### config.mk
export PLATFORM = sky130hd
export DESIGN_NAME = lcd_sprite_streamer
export DESIGN_NICKNAME = d
export VERILOG_FILES = /design/src/rtl/lcd_sprite_streamer.sv
export SDC_FILE = /design/constraint.sdc
export NUM_CORES = 1
export LEC_CHECK = 0
export ABC_AREA = 1
export CAP_MARGIN = 15
export CORE_ASPECT_RATIO = 1.25
export CORE_UTILIZATION = 56
export CTS_BUF_LIST = sky130_fd_sc_hd__clkbuf_8
export DETAILED_ROUTE_END_ITERATION = 6
export PLACE_DENSITY = 0.83
export SYNTH_ARGS = -nofsm -noshare
export SYNTH_HDL_FRONTEND = slang
export SYNTH_SLANG_ARGS = --single-unit
### constraint.sdc
create_clock -name clk -period 2.6 [get_ports clk]
set_input_delay 0.26 -clock clk [delete_from_list [all_inputs] [get_ports clk]]
set_output_delay 0.26 -clock clk [all_outputs]
set_load 0.05 [all_outputs]
### src/rtl/lcd_sprite_streamer.sv
// lcd_sprite_streamer
// Streams one sprite frame from an external synchronous ROM to the LCD
// command/data stream as {byte, rs} words: a page-select command, a column-
// select command, then the visible column bytes, repeated for each page that
// fits on the 64x64 panel. Supports draw (ROM bytes) and erase (0x00) modes.
module lcd_sprite_streamer #(
    parameter int SPR_W     = 24,
    parameter int SPR_PAGES = 3,
    parameter int FRAMES    = 2,
    parameter int ADDR_W    = 10,
    parameter int CNT_W     = 10
) (
    input  logic              clk,
    input  logic              rst_n,
    input  logic              start_i,
    input  logic              abort_i,
    input  logic [5:0]        x_i,
    input  logic [2:0]        page_i,
    input  logic [7:0]        frame_i,
    input  logic              erase_i,
    output logic [ADDR_W-1:0] rom_addr_o,
    input  logic [7:0]        rom_data_i,
    output logic [8:0]        cmd_o,
    output logic              cmd_valid_o,
    input  logic              cmd_ready_i,
    output logic              busy_o,
    output logic              done_o,
    output logic [CNT_W-1:0]  cnt_o
);

    typedef enum logic [2:0] {
        S_IDLE,
        S_PAGE,
        S_COL,
        S_DATA,
        S_DONE
    } state_t;

    localparam logic [7:0]        LP_FMAX = 8'(FRAMES - 1);
    localparam logic [ADDR_W-1:0] LP_FSZ  = ADDR_W'(SPR_PAGES * SPR_W);
    localparam logic [ADDR_W-1:0] LP_PSZ  = ADDR_W'(SPR_W);
    localparam logic [6:0]        LP_W    = 7'(SPR_W);
    localparam logic [3:0]        LP_NP   = 4'(SPR_PAGES);

    state_t r_state;
    state_t w_next;

    // Transfer context latched at start
    logic [5:0]        r_x;
    logic [3:0]        r_pg;      // absolute LCD page of the current sprite page
    logic [3:0]        r_p;       // sprite-relative page index
    logic              r_erase;
    logic [6:0]        r_vis;     // visible columns after right-edge clipping
    logic [6:0]        r_c;       // current column within the page
    logic [ADDR_W-1:0] r_base;    // ROM offset of the selected frame
    logic [ADDR_W-1:0] r_poff;    // ROM offset of the current page within the frame
    logic [CNT_W-1:0]  r_cnt;

    logic [7:0]        w_frame;
    logic [ADDR_W-1:0] w_base;
    logic [6:0]        w_room;
    logic [6:0]        w_vis;
    logic              w_xfer;
    logic              w_start;
    logic              w_last_col;
    logic              w_more;
    logic              w_adv;
    logic [ADDR_W-1:0] w_addr;

    // Out-of-range frame indices select the last stored frame
    assign w_frame    = (frame_i > LP_FMAX) ? LP_FMAX : frame_i;
    assign w_base     = ADDR_W'(w_frame) * LP_FSZ;
    assign w_room     = 7'd64 - {1'b0, x_i};
    assign w_vis      = (LP_W < w_room) ? LP_W : w_room;

    assign w_xfer     = cmd_valid_o & cmd_ready_i;
    assign w_start    = (r_state == S_IDLE) & start_i & ~abort_i;
    assign w_last_col = (r_c == r_vis - 7'd1);
    // Stop after the sprite's last page or the panel's last page, whichever first
    assign w_more     = ((r_p + 4'd1) < LP_NP) && (r_pg < 4'd7);

    // The ROM address runs one column ahead when a data word is accepted, so the
    // next byte arrives just in time for back-to-back transfers. While stalled the
    // address holds, which keeps rom_data_i (and so cmd_o) stable.
    assign w_addr     = r_base + r_poff + ADDR_W'(r_c);
    assign w_adv      = (r_state == S_DATA) & w_xfer;
    assign rom_addr_o = w_addr + ADDR_W'(w_adv);
    assign cnt_o      = r_cnt;

    // State register
    always_ff @(posedge clk or negedge rst_n) begin
        if (!rst_n) r_state <= S_IDLE;
        else        r_state <= w_next;
    end

    // Next-state logic; abort overrides everything
    always_comb begin
        w_next = r_state;
        if (abort_i) begin
            w_next = S_IDLE;
        end else begin
            case (r_state)
                S_IDLE: if (start_i) w_next = S_PAGE;
                S_PAGE: if (w_xfer) w_next = S_COL;
                S_COL:  if (w_xfer) w_next = S_DATA;
                S_DATA: if (w_xfer && w_last_col) w_next = w_more ? S_PAGE : S_DONE;
                S_DONE: w_next = S_IDLE;
                default: w_next = S_IDLE;
            endcase
        end
    end

    // Output decode from the current state
    always_comb begin
        cmd_o       = 9'd0;
        cmd_valid_o = 1'b0;
        busy_o      = 1'b0;
        done_o      = 1'b0;
        case (r_state)
            S_PAGE: begin
                cmd_o       = {8'hB8 | {5'd0, r_pg[2:0]}, 1'b0};
                cmd_valid_o = 1'b1;
                busy_o      = 1'b1;
            end
            S_COL: begin
                cmd_o       = {8'h40 | {2'd0, r_x}, 1'b0};
                cmd_valid_o = 1'b1;
                busy_o      = 1'b1;
            end
            S_DATA: begin
                cmd_o       = {r_erase ? 8'h00 : rom_data_i, 1'b1};
                cmd_valid_o = 1'b1;
                busy_o      = 1'b1;
            end
            S_DONE: done_o = 1'b1;
            default: ;
        endcase
    end

    // Transfer context, column/page walk and accepted-word counter
    always_ff @(posedge clk or negedge rst_n) begin
        if (!rst_n) begin
            r_x     <= '0;
            r_pg    <= '0;
            r_p     <= '0;
            r_erase <= 1'b0;
            r_vis   <= '0;
            r_c     <= '0;
            r_base  <= '0;
            r_poff  <= '0;
            r_cnt   <= '0;
        end else if (w_start) begin
            r_x     <= x_i;
            r_pg    <= {1'b0, page_i};
            r_p     <= '0;
            r_erase <= erase_i;
            r_vis   <= w_vis;
            r_c     <= '0;
            r_base  <= w_base;
            r_poff  <= '0;
            r_cnt   <= '0;
        end else if (!abort_i) begin
            if (w_xfer) r_cnt <= r_cnt + CNT_W'(1);
            if (w_adv) begin
                if (w_last_col) begin
                    r_c    <= '0;
                    r_p    <= r_p + 4'd1;
                    r_pg   <= r_pg + 4'd1;
                    r_poff <= r_poff + LP_PSZ;
                end else begin
                    r_c    <= r_c + 7'd1;
                end
            end
        end
    end

endmodule

* Yosys cells after proc, flatten, opt, wreduce, memory -nomap -nowiden
Index checks and enable logic that the tools add are counted.
** Operators by class
- Bitwise logic cells :: 5
- Shift operators :: 0
- $mul :: 1
- Magnitude comparators :: 4
- Equality and inequality tests :: 10
- Muxes and demuxes :: 32
- Div/mod/pow operators :: 0
- Reductions and logical operators :: 11
- Add/subtract/negate cells :: 10
** Operators by type and width (count)
- $mux 10 :: 7
- $mux 7 :: 5
- $mux 4 :: 8
- $pmux 9 s3 :: 1
- $mux 3 :: 6
- $mux 8 :: 2
- $pmux 3 s4 :: 1
- $add 10x1->10 :: 1
- $add 10x1->10 const B :: 1
- $add 10x10->10 :: 1
- $add 10x5->10 const B :: 1
- $add 10x7->10 :: 1
- $ne 3x3->1 const B :: 3
- $add 4x1->4 const B :: 2
- $gt 8x1->1 const B :: 1
- $mul 8x4->7 const B :: 1
- $add 7x1->7 const B :: 1
- $eq 7x7->1 :: 1
- $lt 5x7->1 const A :: 1
- $sub 7x1->7 const B :: 1
- $sub 7x6->7 const A :: 1
- $eq 3x2->1 const B :: 2
- $reduce_bool 2->1 :: 3
- $and 1x1->1 :: 4
- other kinds (14) :: 17
** Storage, ports and cells
- ROM bits :: 0
- Input bits :: 31
- Flip-flop bits (word level) :: 59
- Bits in latches :: 0
- Word-level logic and storage cells :: 83
- Bits in writable memories :: 0
- Output and inout port bits :: 32
- Memories kept :: 0

* Longest topological paths before layout
Gate-level depths: netlist of run 1.
- Depth after elaboration :: 8
- Gate-level depth with buffers :: 15
- Gate-level depth less buffers :: 14

* Worst setup path before layout of run 1
OpenSTA, ideal clock, no wires.
- Path type :: register -> output
- Start :: reg r_state[2]
- End :: out rom_addr_o[7]
- Setup slack :: -211 ps
- Arrival :: 2551 ps
- Cell stages (with the launch flop) :: 12
- Required time :: 2340 ps
- Cell sequence :: dfrtp_1 inv_1 nand3_1 nor2_1 ha_1 ha_1 ha_1 nand3b_1 nand2_1 a21oi_1 o21ai_0 xor2_1
** Between the ends
- Longest elaborated chain between the ends :: 6
- Elaborated cells on any way between the ends :: 8
** Ends and longest elaborated chain
- start: declaration :: line 45 : state_t r_state;
- start signal: assignment :: line 93 : else r_state <= w_next;
- $eq 3x2->1 (tied with other cells) :: line 86, 119
- $reduce_or 3->1 (no source line)
- $mux 1 :: line 119 : case (r_state)
- $and 1x1->1 :: line 76 : assign w_xfer = cmd_valid_o & cmd_ready_i;
- $and 1x1->1 (*) :: line 86 : assign w_adv = (r_state == S_DATA) & w_xfer;
- $add 10x1->10 (*) :: line 87 : assign rom_addr_o = w_addr + ADDR_W'(w_adv);
- end: declaration :: line 21 : output logic [ADDR_W-1:0] rom_addr_o,
Every way passes the cells marked *; elsewhere a longest branch is shown, timed or not.

* Worst setup path in the final report of run 1
- Start :: reg r_c[4]
- End :: out rom_addr_o[7]
** Between the ends
- Longest elaborated chain between the ends :: 2
** Ends and longest elaborated chain
- start: declaration :: line 54 : logic [6:0] r_c;
- start signal: assignment :: line 171 : r_c <= r_c + 7'd1;
- $add 10x7->10 :: line 85 : assign w_addr = r_base + r_poff + ADDR_W'(r_c);
- $add 10x1->10 :: line 87
No other way between the ends.

==> results of run 1 <==
-- routing by layer --
metal	GRT usage, %	up-vias	routed length (um)
met1	36.8	1722	4010
met5	0	-	0
li1	-	1716	-
met3	7.40	24	468
met2	50.4	98	5130
met4	11.6	0	248
-- area by class of cell --
type,count,area share [%]
inverters,61,4.65
flip-flops and latches,56,28.5
multi-input cells,355,45.6
repair buffers,85,17.6
clock buffers,5,1.40
well taps,87,2.21
-- flip-flops by register name, summed over array words and instances, names as in the netlist --
register and count:
cnt_o 10, r_base 7, r_c 7, r_erase 1, r_p 4, r_pg 4
r_poff 7, r_state 3, r_vis 7, r_x 6
-- critical path, delay by kind of cell (launching register included) --
| family | cells | cell delay [ns] |
|---|---|---|
| xor+xnor | 1 | 0.20 |
| flops | 1 | 0.42 |
| compound gates | 2 | 0.22 |
| simple gates | 2 | 0.21 |
| fa+ha+maj | 2 | 0.85 |
| buf+inv | 1 | 0.16 |
-- report_power, final --
| group | leakage, uW | internal, uW | switching (uW) |
|---|---|---|---|
| sequential | 0.000730 | 1170 | 305 |
| clock | 0.0000359 | 175 | 278 |
| combinational | 0.00165 | 1710 | 2620 |
| total | 0.00242 | 3060 | 3210 |
-- cell families (layout without fill, tap and decap cells) --
| family | after synthesis | after routing |
|---|---|---|
| multiplexers | 1 | 1 |
| XOR/XNOR | 34 | 34 |
| buffers and inverters | 72 | 151 |
| flip-flops | 56 | 56 |
| other | 1 | 5 |
| AO/OA/AOI/OAI | 61 | 61 |
| adder cells (fa/ha/maj) | 27 | 27 |
| AND/OR/NAND/NOR | 227 | 227 |
-- stage by stage --
stage / cells / setup TNS (ns)
after floorplan: 483 / -0.0276
after global placement: 635 / 0
after detailed placement: 635 / -0.0394
after CTS: 647 / -0.0549
after global routing: 649 / -0.293
final: 649 / -0.0536
-- cells in the mapped netlist (4+ instances only) --
master    instances  share of area (%)
dfrtp_1          56                 37
xnor2_1          13                3.0
nand3_1          38                5.0
a21oi_1           9                1.2
inv_1            57                5.6
nor2_1           26                2.6
nor4_1            4               0.66
o21ai_2          12                2.8
clkbuf_1          4               0.40
nand2_1         124                 12
fa_1              5                2.6
xor2_1           21                4.8
o21ai_0          28                3.7
nand4_1          14                2.3
nor3_1            5               0.66
ha_1             22                7.3
-- worst max-delay path by stage --
stage | endpoint | slack (ns) | cells after the start | from
3_5_place_dp | rom_addr_o[7] | -0.04 | 12 | cmd_ready_i
3_3_place_gp | rom_addr_o[7] | 0.03 | 12 | cmd_ready_i
2_1_floorplan | rom_addr_o[7] | -0.03 | 11 | r_state[2]
6_report | rom_addr_o[7] | -0.03 | 8 | r_c[4]
4_1_cts | rom_addr_o[7] | -0.05 | 12 | r_state[2]
5_1_grt | rom_addr_o[7] | -0.11 | 8 | r_c[4]
-- repair_timing --
action | CTS | global route
endpoints found under the setup margin | 4 | 5
hold endpoints to repair | 56 | 0
gates resized for setup | 10 | 13
pin swaps | 10 | 9
hold buffers | 1 | 0
buffers inserted | 6 | 2
==> impl_metrics.json, run 1 <==
{
  "violations": "negative setup slack",
  "crit_chain": "fa_1 -> ha_4 -> nand3b_1 -> nand2_2 -> a21oi_2 -> o21ai_2 -> xor2_2 -> buf_12",
  "synth_cells": 479,
  "grt_pass1_wl_um": 16200,
  "setup_viol": 3,
  "ios": 63,
  "via_count": 3560,
  "async_flop_share_pct": 100,
  "rsz0062_at_grt": "true",
  "maxCapViolations": 0,
  "worst-slew-pin-transition_ns": 0.510,
  "max_freq_ghz": 0.381,
  "fin_area_sq_um": 4920,
  "cts_made_buffers": 5,
  "grt_pass1_vias": 3490,
  "path_clk_slew_ns": 0.09,
  "cp-start-kind": "register",
  "wl_um": 9860,
  "final_util_pct": 74.9,
  "io_buffers": 62,
  "ant_nets": 0,
  "p_per_area_nw_per_um2": 1270,
  "synth.avg_cell_area_sq_um": 7.92,
  "crit_type": "reg -> out",
  "diodes": 0,
  "placed_cell_area_sq_um": 4670,
  "cp-end-kind": "output pin",
  "die_h_um": 94.0,
  "syn_area_sq_um": 3790,
  "ys_ff_latch": 56,
  "post_drt_wl_per_cell_um": 15.2,
  "cp_slowest_cell": "fa_1",
  "crit_arrival_ns": 2.37,
  "start_util_pct": 57.8,
  "slew_viol_final": 0,
  "worst_hold_slack_ns": 0.469,
  "antenna_found_initial": 0,
  "clock_sinks": 56,
  "clock_skew_ns": 0.00623,
  "final_layout_size_suffix_gt1_share_pct": 16.9,
  "gp_congestion": 0.899,
  "drtPass1Iterations": 4,
  "mostFrequentLayoutCell": "nand2_1",
  "synth_fa_ha_area_share_pct": 9.89,
  "hp-class": "in -> async",
  "synthSimpleGateAreaFrac_pct": 27.2,
  "layout.area.seq_sq_um": 1400,
  "dp_hpwl_um": 7230,
  "clockBufferDepth": 2,
  "synth_edf_count": 0,
  "drtIter0Drc": 270,
  "muxShareOfSynthArea_pct": 0.264,
  "synthFlopType": "dfrtp_1",
  "reg2reg_slack_ns": 0.43,
  "cpPeakStageDelay_ns": 0.54,
  "std_cell_rows": 33,
  "drc": 0,
  "worst_skew_pair.late_latency_ns": 0.31,
  "fin_crit_sh_pct": 101,
  "layout_common_cells": "nand2_1 (123), inv_1 (55), dfrtp_1 (54)",
  "fin_nets": 622,
  "hold_viol_final": 0,
  "fillers": 487,
  "grtUsageTotal_pct": 30.1,
  "post-place-ws_ns": -0.0394,
  "cts_max_level": 2,
  "power_leakage_uw": 0.00242,
  "cts_tree": "done",
  "cp_max_fo": 3,
  "slew_headroom_pct": 65.9,
  "synth.distinct_cells": 42,
  "min_period_ns": 2.63,
  "cts_root_buffer": "clkbuf_8",
  "synth_compound_area_share_pct": 10.0,
  "r2r-start": "r_vis[0]",
  "core_sq_um": 6570,
  "multi_input_area_sq_um": 2240,
  "synth_top_family_by_area": "simple AND/OR/NAND/NOR gates",
  "cp_data_required_time_ns": 2.34,
  "yosys_warnings": 0,
  "synth_xor_xnor_area_share_pct": 7.85,
  "grt_max_degree": 57,
  "die-area_sq_um": 7110,
  "p_total_uw": 6260,
  "fp.dieW_um": 75.6,
  "max-vdd-ir-drop_mv": 0.952,
  "r2r_cells": 14,
  "grt-ovfl-total": 0,
  "status": "finished with violations",
  "area_growth_pct": 29.7,
  "worst_slack_ns": -0.0279,
  "via_per_inst": 5.49,
  "r2r_end": "r_poff[6]",
  "yosysSeqAreaShare_pct": 36.9
}
No activity file was read; power rests on OpenSTA's default activity.
==> inputs of run 2 (changes only) <==
ABC_AREA = 0   (was 1)
CORE_UTILIZATION = 55   (was 56)
GPL_TIMING_DRIVEN = 0   (was default)
==> run 2 against run 1 <==
Against the previous run: the run still ends with negative setup slack left; non-clock buffer count increased by 19; design area increased by 1.3%; critical path depth up 1; routed wire length is 4.8% higher; via count decreased by 3.2%; critical endpoint is now rom_addr_o[8]; largest cell class unchanged.
==> impl_metrics.json, run 2 <==
{
  "p_per_area_nw_per_um2": 602,
  "hp-class": "in -> async",
  "core_sq_um": 6250,
  "via_per_inst": 5.92,
  "path_clk_slew_ns": 0.10,
  "fin_crit_sh_pct": 105,
  "cp_slowest_cell": "fa_1",
  "pwr-share-seq_pct": 37.3,
  "io_buffers": 62,
  "mostFrequentLayoutCell": "dfrtp_1",
  "worst_slack_ns": -0.135,
  "start_util_pct": 57.5,
  "cp_data_required_time_ns": 2.34,
  "drc": 0,
  "worst-slew-pin-transition_ns": 0.778,
  "min_period_ns": 2.74,
  "yosysTopAreaCell": "dfrtp_1",
  "power_leakage_uw": 0.00224,
  "yosysMostFrequentCell": "dfrtp_1",
  "die_h_um": 92.3,
  "cp-start-kind": "register",
  "wl_um": 10300,
  "post-place-ws_ns": -1.10,
  "largest_reg_flops": 10,
  "hold_viol_final": 0,
  "critPathBufInv": 1,
  "crit_type": "reg -> out",
  "clockBufferDepth": 2,
  "syn_area_sq_um": 3590,
  "cts_root_buffer": "clkbuf_8",
  "grt_max_degree": 37,
  "crit_arrival_ns": 2.48,
  "cp_max_fo": 4,
  "reg2reg_slack_ns": -0.14,
  "cts_tree": "done",
  "synth_cells": 399,
  "cpPeakStageDelay_ns": 0.50,
  "worst_skew_pair.late_latency_ns": 0.32,
  "std_cell_rows": 32,
  "grt_pass1_wl_um": 16800,
  "yosys_warnings": 0,
  "fillers": 426,
  "dp_hpwl_um": 6810,
  "synth_edf_count": 0,
  "area_growth_pct": 38.7,
  "status": "finished with violations",
  "via_count": 3446,
  "max-vdd-ir-drop_mv": 0.682,
  "clockPowerShare_pct": 17.4,
  "layout.cells.non_filler": 582,
  "synth.distinct_cells": 53,
  "grt_pass1_vias": 3675,
  "maxCapViolations": 0,
  "gp_congestion": 0.823,
  "ys_ff_latch": 56,
  "synth_area_leaders": "dfrtp_1 (39%), ha_1 (7.7%), nand2_1 (5.4%)",
  "crit_chain": "fa_1 -> ha_4 -> nand4b_1 -> a21oi_2 -> o21ai_1 -> nand2b_1 -> a21oi_2 -> xnor2_2 -> buf_6",
  "setup_viol": 13,
  "yosys-top-cells-count": "dfrtp_1 (56), nand2_1 (52), inv_1 (29)",
  "ios": 63,
  "fp.dieW_um": 74.3,
  "fin_nets": 554,
  "swShare_pct": 41.6,
  "grtUsageTotal_pct": 32.2,
  "drtPass1Iterations": 5,
  "synth_top_area_share_pct": 39.0,
  "cp_top_family": "adder cells",
  "synth.avg_cell_area_sq_um": 9.00,
  "slew_viol_final": 0,
  "pwr-share-comb_pct": 45.3,
  "diodes": 0,
  "final_layout_size_suffix_gt1_share_pct": 19.7,
  "die-area_sq_um": 6860,
  "yosysSeqAreaShare_pct": 39.0,
  "clock_sinks": 56,
  "cts_max_level": 2,
  "grt-ovfl-total": 0,
  "max_freq_ghz": 0.366,
  "ant_nets": 0,
  "dpl.cell_count": 551,
  "crit_top_cell": "a21oi_2",
  "cp-end-kind": "output pin",
  "p_int_uw": 1750,
  "rsz0062_at_grt": "true",
  "cts_made_buffers": 5,
  "async_flop_share_pct": 100,
  "drtIter0Drc": 249,
  "violations": "negative setup slack",
  "synthFlopType": "dfrtp_1",
  "clock_skew_ns": 0.00427,
  "post_drt_wl_per_cell_um": 17.7,
  "layout_common_cells": "dfrtp_1 (52), nand2_1 (50), clkdlybuf4s50_1 (44)",
  "p_sw_uw": 1250,
  "slew_headroom_pct": 46.8,
  "antenna_found_initial": 0
}
run 2: changes by cell type in the layout (fill, tap and decap cells not counted), sizes merged, moves of 7 or more:
cell,delta
clkbuf,+14
dlygate4sd2,+7
nand3,-25
a21oi,+10
xor2,-11
o21ai,-21
nand2,-74
inv,-31
or4,+8
nand4,-10
run 2: cell type report:
type                       count  area, sq um  area share (%)
buffer                        17          116            2.34
clock buffer                   6         82.6            1.66
clock inverter                 2         15.0           0.301
inverter                      29          109            2.18
multi-input combinational    300         2280            45.8
sequential                    56         1410            28.2
tap                           85          106            2.13
timing repair buffer          87          863            17.3
run 2: layer usage:
metal / vias up / part of all wire, % / GRT usage, %
met2: 160 / 53 / 57.4
met5: - / 0 / 0
met1: 1645 / 38 / 36.9
met3: 45 / 5.4 / 4.68
li1: 1596 / - / -
met4: 0 / 4.1 / 14.9
run 2: timing repair:
action	CTS	global route
pin swaps	22	25
resized for setup	89	38
cloned	2	1
buffers inserted	13	7
hold buffers	1	0
endpoints found under the hold margin	20	0
endpoints found under the setup margin	37	36
run 2: logic make-up (layout without fill, tap and decap cells):
kind of cell	Yosys count	after routing	synth area share (%)
compound gates	86	86	15.4
xor+xnor	30	30	7.70
fa+ha+maj	27	27	10.5
buf+inv	47	141	5.47
flops	56	56	39.0
mux	6	6	1.71
other cells	1	5	0.104
simple gates	146	146	20.1
run 2: path summary, 6_finish.rpt:
check	end	startpoint	cells past startpoint
worst max-delay path	rom_addr_o[8]	r_poff[4]	9
worst min-delay path	r_p[3]	rst_n	2
worst max register to register	r_poff[6]	r_vis[0]	8
worst min register to register	r_base[7]	r_base[7]	2
max in group asynchronous	r_vis[0]	rst_n	3
min in group clk	r_erase	erase_i	3
run 2: metrics by stage:
step / cell area [sq um] / power, uW / TNS [ns] / util [%] / hold slack, ns
after floorplan: 3630 / 1910 / -0.245 / - / -0.0356
after global placement: 4360 / 2250 / -34.54 / 69.8 / 0.469
after detailed placement: 4370 / 2290 / -8.66 / 70.0 / 0.261
after CTS: 4800 / 2920 / -0.492 / 76.8 / 0.452
after global routing: 4980 / 3160 / -2.01 / 79.8 / 0.507
final: 4980 / 3000 / -0.782 / 79.8 / 0.436
run 2: power groups by stage:
| stage | logic (uW) | registers, uW | clock network, uW |
|---|---|---|---|
| after detailed placement | 1160 | 1130 | 0 |
| after CTS | 1290 | 1110 | 522 |
| after floorplan | 740 | 1170 | 0 |
| after global placement | 1120 | 1130 | 0 |
| after global routing | 1460 | 1140 | 557 |
| final | 1360 | 1120 | 522 |
